<file path="config.mk">
export PLATFORM = sky130hd
export DESIGN_NAME = uart_word_tx
export DESIGN_NICKNAME = d
export VERILOG_FILES = /design/src/rtl/uart_word_tx.sv
export SDC_FILE = /design/constraint.sdc
export NUM_CORES = 1
export LEC_CHECK = 0
export CAP_MARGIN = 30
export CORE_ASPECT_RATIO = 0.75
export CORE_MARGIN = 3
export CORE_UTILIZATION = 33
export CTS_CLUSTER_SIZE = 24
export DETAILED_ROUTE_END_ITERATION = 8
export GPL_ROUTABILITY_DRIVEN = 0
export PLACE_DENSITY = 0.56
export SKIP_CTS_REPAIR_TIMING = 1
export SYNTH_ARGS = -nofsm -noshare
export SYNTH_HDL_FRONTEND = slang
export SYNTH_SLANG_ARGS = --single-unit
</file>
<file path="constraint.sdc">
create_clock -name clk -period 5.5 [get_ports clk]
set_input_delay 1.1 -clock clk [delete_from_list [all_inputs] [get_ports clk]]
set_output_delay 1.1 -clock clk [all_outputs]
set_load 0.005 [all_outputs]
</file>
<file path="src/rtl/uart_word_tx.sv">
// uart_word_tx: takes one 32-bit word per load pulse and sends BYTES_PER_WORD
// bytes of it, LSB byte first, as back-to-back UART 8N1 frames on tx_o.
// Also produces the transmitter status word read at 0x30000004.
// Optional feature macro: UART_TX_PARITY_EN adds an even-parity bit after the
// data bits, which makes each frame 11 bits long.
module uart_word_tx #(
    parameter int BAUD_DIV       = 434,
    parameter int BYTES_PER_WORD = 4
) (
    input  logic        clk,
    input  logic        rst,
    input  logic [31:0] word_i,
    input  logic        word_valid_i,
    output logic        tx_o,
    output logic        busy_o,
    output logic        done_o,
    output logic        overrun_o,
    output logic [31:0] status_o
);

    localparam int                BAUD_W    = $clog2(BAUD_DIV);
    localparam logic [BAUD_W-1:0] BAUD_LAST = BAUD_W'(BAUD_DIV - 1);
    localparam logic [1:0]        LAST_BYTE = 2'(BYTES_PER_WORD - 1);

`ifdef UART_TX_PARITY_EN
    typedef enum logic [2:0] {S_IDLE, S_START, S_DATA, S_PARITY, S_STOP} state_e;
`else
    typedef enum logic [2:0] {S_IDLE, S_START, S_DATA, S_STOP} state_e;
`endif

    state_e              state_q, state_d;
    logic [BAUD_W-1:0]   baud_cnt_q, baud_cnt_d;
    logic [2:0]          bit_cnt_q, bit_cnt_d;
    logic [1:0]          byte_idx_q, byte_idx_d;
    logic [7:0]          shift_q, shift_d;
    logic [31:0]         word_q, word_d;
    logic                tx_q, tx_d;
    logic                busy_q, busy_d;
    logic                done_q, done_d;
    logic                overrun_q, overrun_d;

    logic                bit_end;
    logic                accept;
    logic [31:0]         next_word_shift;
    logic [7:0]          next_byte;
`ifdef UART_TX_PARITY_EN
    logic [31:0]         cur_word_shift;
    logic                parity_bit;
`endif

    assign bit_end = (baud_cnt_q == BAUD_LAST);
    // The done_o cycle is already IDLE but still counts as busy for loads.
    assign accept  = word_valid_i && (state_q == S_IDLE) && !done_q;

    assign next_word_shift = word_q >> {byte_idx_q + 2'd1, 3'b000};
    assign next_byte       = next_word_shift[7:0];
`ifdef UART_TX_PARITY_EN
    assign cur_word_shift  = word_q >> {byte_idx_q, 3'b000};
    assign parity_bit      = ^cur_word_shift[7:0];
`endif

    // Next-state, datapath and registered-output values for the frame sequencer.
    always_comb begin
        // NOTE: every _d gets a default before the case so no path can infer a latch.
        state_d    = state_q;
        baud_cnt_d = (state_q == S_IDLE || bit_end) ? '0 : baud_cnt_q + 1'b1;
        bit_cnt_d  = bit_cnt_q;
        byte_idx_d = byte_idx_q;
        shift_d    = shift_q;
        word_d     = word_q;
        busy_d     = busy_q;
        done_d     = 1'b0;
        overrun_d  = overrun_q | (word_valid_i & (busy_q | done_q));

        case (state_q)
            S_IDLE: begin
                if (accept) begin
                    word_d     = word_i;
                    byte_idx_d = 2'd0;
                    shift_d    = word_i[7:0];
                    busy_d     = 1'b1;
                    state_d    = S_START;
                end
            end
            S_START: begin
                if (bit_end) begin
                    bit_cnt_d = 3'd0;
                    state_d   = S_DATA;
                end
            end
            S_DATA: begin
                if (bit_end) begin
                    if (bit_cnt_q == 3'd7) begin
`ifdef UART_TX_PARITY_EN
                        state_d = S_PARITY;
`else
                        state_d = S_STOP;
`endif
                    end else begin
                        bit_cnt_d = bit_cnt_q + 3'd1;
                        shift_d   = {1'b0, shift_q[7:1]};
                    end
                end
            end
`ifdef UART_TX_PARITY_EN
            S_PARITY: begin
                if (bit_end) state_d = S_STOP;
            end
`endif
            S_STOP: begin
                if (bit_end) begin
                    if (byte_idx_q != LAST_BYTE) begin
                        byte_idx_d = byte_idx_q + 2'd1;
                        shift_d    = next_byte;
                        state_d    = S_START;
                    end else begin
                        busy_d  = 1'b0;
                        done_d  = 1'b1;
                        state_d = S_IDLE;
                    end
                end
            end
            default: state_d = S_IDLE;
        endcase

        // Line level follows the state being entered so tx_o changes on the bit edge.
        case (state_d)
            S_START:  tx_d = 1'b0;
            S_DATA:   tx_d = shift_d[0];
`ifdef UART_TX_PARITY_EN
            S_PARITY: tx_d = parity_bit;
`endif
            default:  tx_d = 1'b1;
        endcase
    end

    // State and output registers with synchronous reset that aborts any frame.
    always_ff @(posedge clk) begin
        // NOTE: sequential state uses <= so every register sees pre-edge values.
        if (rst) begin
            // NOTE: the word buffer is reset too, so no stale data survives a reset.
            state_q    <= S_IDLE;
            baud_cnt_q <= '0;
            bit_cnt_q  <= 3'd0;
            byte_idx_q <= 2'd0;
            shift_q    <= 8'd0;
            word_q     <= 32'd0;
            tx_q       <= 1'b1;
            busy_q     <= 1'b0;
            done_q     <= 1'b0;
            overrun_q  <= 1'b0;
        end else begin
            state_q    <= state_d;
            baud_cnt_q <= baud_cnt_d;
            bit_cnt_q  <= bit_cnt_d;
            byte_idx_q <= byte_idx_d;
            shift_q    <= shift_d;
            word_q     <= word_d;
            tx_q       <= tx_d;
            busy_q     <= busy_d;
            done_q     <= done_d;
            overrun_q  <= overrun_d;
        end
    end

    assign tx_o      = tx_q;
    assign busy_o    = busy_q;
    assign done_o    = done_q;
    assign overrun_o = overrun_q;
    assign status_o  = {30'b0, overrun_q, busy_q};

endmodule

</file>
==> impl_metrics.py <==
metrics = {
    "pwr": {
        "p_per_area_mw_per_mm2": 338,
        "p_leak_nw": 1.28,
        "ir_worst_vdd_mv": 0.133,
    },
    "clock_network": {
        "cts.sinks": 61,
        "insertion_delay_ns": 0.33,
        "clock-root-buffer": "clkbuf_16",
        "htree_levels": 3,
        "cts_buffers": 9,
        "clockBufferDepth": 2,
        "path_clk_slew_ns": 0.06,
        "tritoncts": "done",
    },
    "yosys": {
        "synth_edf_count": 0,
        "ys_ff_latch": 61,
        "ys_types": 43,
        "synth_top_area_share_pct": 42.1,
        "synthArstFlopShare_pct": 0,
        "seq_area_frac_synth_pct": 42.1,
        "ys.flop_type": "dfxtp_1",
        "yosysTopAreaCell": "dfxtp_1",
        "yosysWarnings": 0,
        "synthCells": 340,
        "syn-mean-instance-area_sq_um": 8.52,
        "syn_area_sq_mm": 0.00290,
        "synth_area_leaders": "dfxtp_1, nand2_1, buf_4",
    },
    "final_layout": {
        "postLayoutCoreUtil_pct": 43.5,
        "stdcell_count": 481,
        "diodes": 0,
        "layout.nets": 411,
        "drive_gt1_share_pct": 8.78,
        "area_delta_synth_final_pct": 23.1,
        "design_area_sq_mm": 0.00357,
    },
    "drt": {
        "final_antenna_net_count": 0,
        "drc": 0,
        "dr.first_iter.drc_count": 112,
        "num_vias": 2253,
        "routedWlPerCell_microns": 13.0,
        "firstDrtPassIters": 4,
        "wirelength_mm": 6.26,
        "vias_per_cell": 4.68,
    },
    "timing": {
        "final.period_utilization_pct": 55.7,
        "holdWs_ns": 0.453,
        "rsz0062_at_grt": "false",
        "min_period_ns": 3.06,
        "setup_violations": 0,
        "slew_headroom_pct": 37.2,
        "final_hold_viol_count": 0,
        "finClkSkew_ns": 0.00504,
        "slew_violations": 0,
        "fin_tns_setup_ns": 0,
        "worstMarginPinSlew_ns": 0.941,
        "fmax_mhz": 327,
    },
    "setup_path": {
        "crit_required_ns": 5.71,
        "critical_path_class": "input port to flip-flop",
        "cp-start-kind": "input port",
        "cp.arrival_ns": 3.28,
        "path_max_fanout": 36,
        "crit_path_end_kind": "flip-flop",
    },
    "place": {
        "portBuffers": 40,
        "place_area_sq_mm": 0.00322,
        "place_inst": 465,
        "place_hpwl_mm": 4.32,
    },
    "floorplanning": {
        "dieArea_sq_mm": 0.00995,
        "initial_utilization_pct": 35.3,
        "die-height_microns": 87.2,
        "num_io_pins": 71,
        "num_rows": 28,
        "die_w_microns": 114,
        "core_sq_mm": 0.00820,
    },
    "status": {
        "status": "complete, no violations",
    },
    "grt": {
        "grt_pass1_wl_mm": 10.4,
        "grt-ovfl-total": 0,
        "grt_start_max_net_pins": 53,
        "track_usage_pct": 13.6,
        "antenna_found_initial": 0,
        "first_global_vias": 2193,
    },
    "run": {
        "maxCapViolCount": 0,
    },
    "min_path": {
        "hold_class": "flip-flop to flip-flop",
    },
}
[final timing paths]
check / from / end / slack (ns) / cells past startpoint
hold / removal: word_q[28] / word_q[28] / 0.45 / 2
setup / recovery: word_valid_i / tx_o / 2.44 / 7
setup reg to reg: byte_idx_q[0] / tx_o / 3.09 / 6
hold reg to reg: word_q[28] / word_q[28] / 0.45 / 2
[report_power, final]
group	total (mW)	switching, mW	internal, mW
Combinational	0.0810	0.0394	0.0415
Clock	0.654	0.200	0.453
Sequential	0.471	0.0117	0.459
[cell usage after synthesis (all sizes together), types with 2 or more instances]
cell type,instances
clkbuf,17
ha,5
nand3,4
mux4,8
buf,36
inv,7
nor2b,3
a21oi,40
xor2,2
or3,4
and2,2
a22oi,7
a311oi,2
xnor2,6
nor3,2
dfxtp,61
o21ai,5
nor2,20
a31oi,7
nand2,82
[logic make-up (layout without fill, tap and decap cells)]
group,after synthesis,count (layout),synth area share [%]
mux,10,10,6.95
fa+ha+maj,5,5,2.16
xor+xnor,8,8,2.42
compound gates,67,67,14.1
flops,61,61,42.1
other cells,1,31,0.129
simple gates,128,128,19.4
buf+inv,60,66,12.7
[critical path, stage by stage]
cell,delay (ns)
clkdlybuf4s50_1,0.47
or4b_4,0.47
or2_1,0.22
buf_4,0.24
o31a_1,0.29
a2111oi_4,0.40
o21ai_1,0.08
[sequential cells by signal (all words and copies together), names as in the netlist]
| name | cells |
|---|---|
| baud_cnt_q | 9 |
| bit_cnt_q | 3 |
| busy_o | 1 |
| byte_idx_q | 2 |
| done_o | 1 |
| overrun_o | 1 |
| shift_q | 8 |
| state_q | 3 |
| tx_o | 1 |
| word_q | 32 |
[per-stage QoR]
| stage | worst slack (ns) | power [mW] |
|---|---|---|
| final | 2.44 | 1.21 |
| after global placement | 2.10 | 0.560 |
| after detailed placement | 2.07 | 0.561 |
| after floorplan | 2.87 | 0.539 |
| after CTS | 2.43 | 1.22 |
| after global routing | 2.32 | 1.25 |
[metal layers]
metal	global-route usage [%]	part of all wire, %
met1	17.5	49
met4	6.80	1.4
met3	4.17	4.9
met5	0	0
met2	20.6	45
[cells in the final DEF, fill, tap and decap left out, drive strengths merged, types with 2 or more instances in the layout]
master / count
a21oi: 40
a22oi: 7
a311oi: 2
a31oi: 7
and2: 2
buf: 4
bufinv: 3
clkbuf: 10
clkdlybuf4s50: 39
clkinvlp: 2
conb: 31
dfxtp: 61
ha: 5
inv: 7
mux4: 8
nand2: 82
nand3: 4
nor2: 20
nor2b: 3
nor3: 2
o21ai: 5
or3: 4
xnor2: 6
xor2: 2
[area by class of cell]
cell class	count	area [sq um]
clock buffer	10	239
clock inverter	6	110
fill	846	4630
inverter	7	26.3
multi-input combinational	249	1420
sequential	61	1220
tap	105	131
timing repair buffer	43	415
Note: power is estimated with default switching activity, not from simulation.
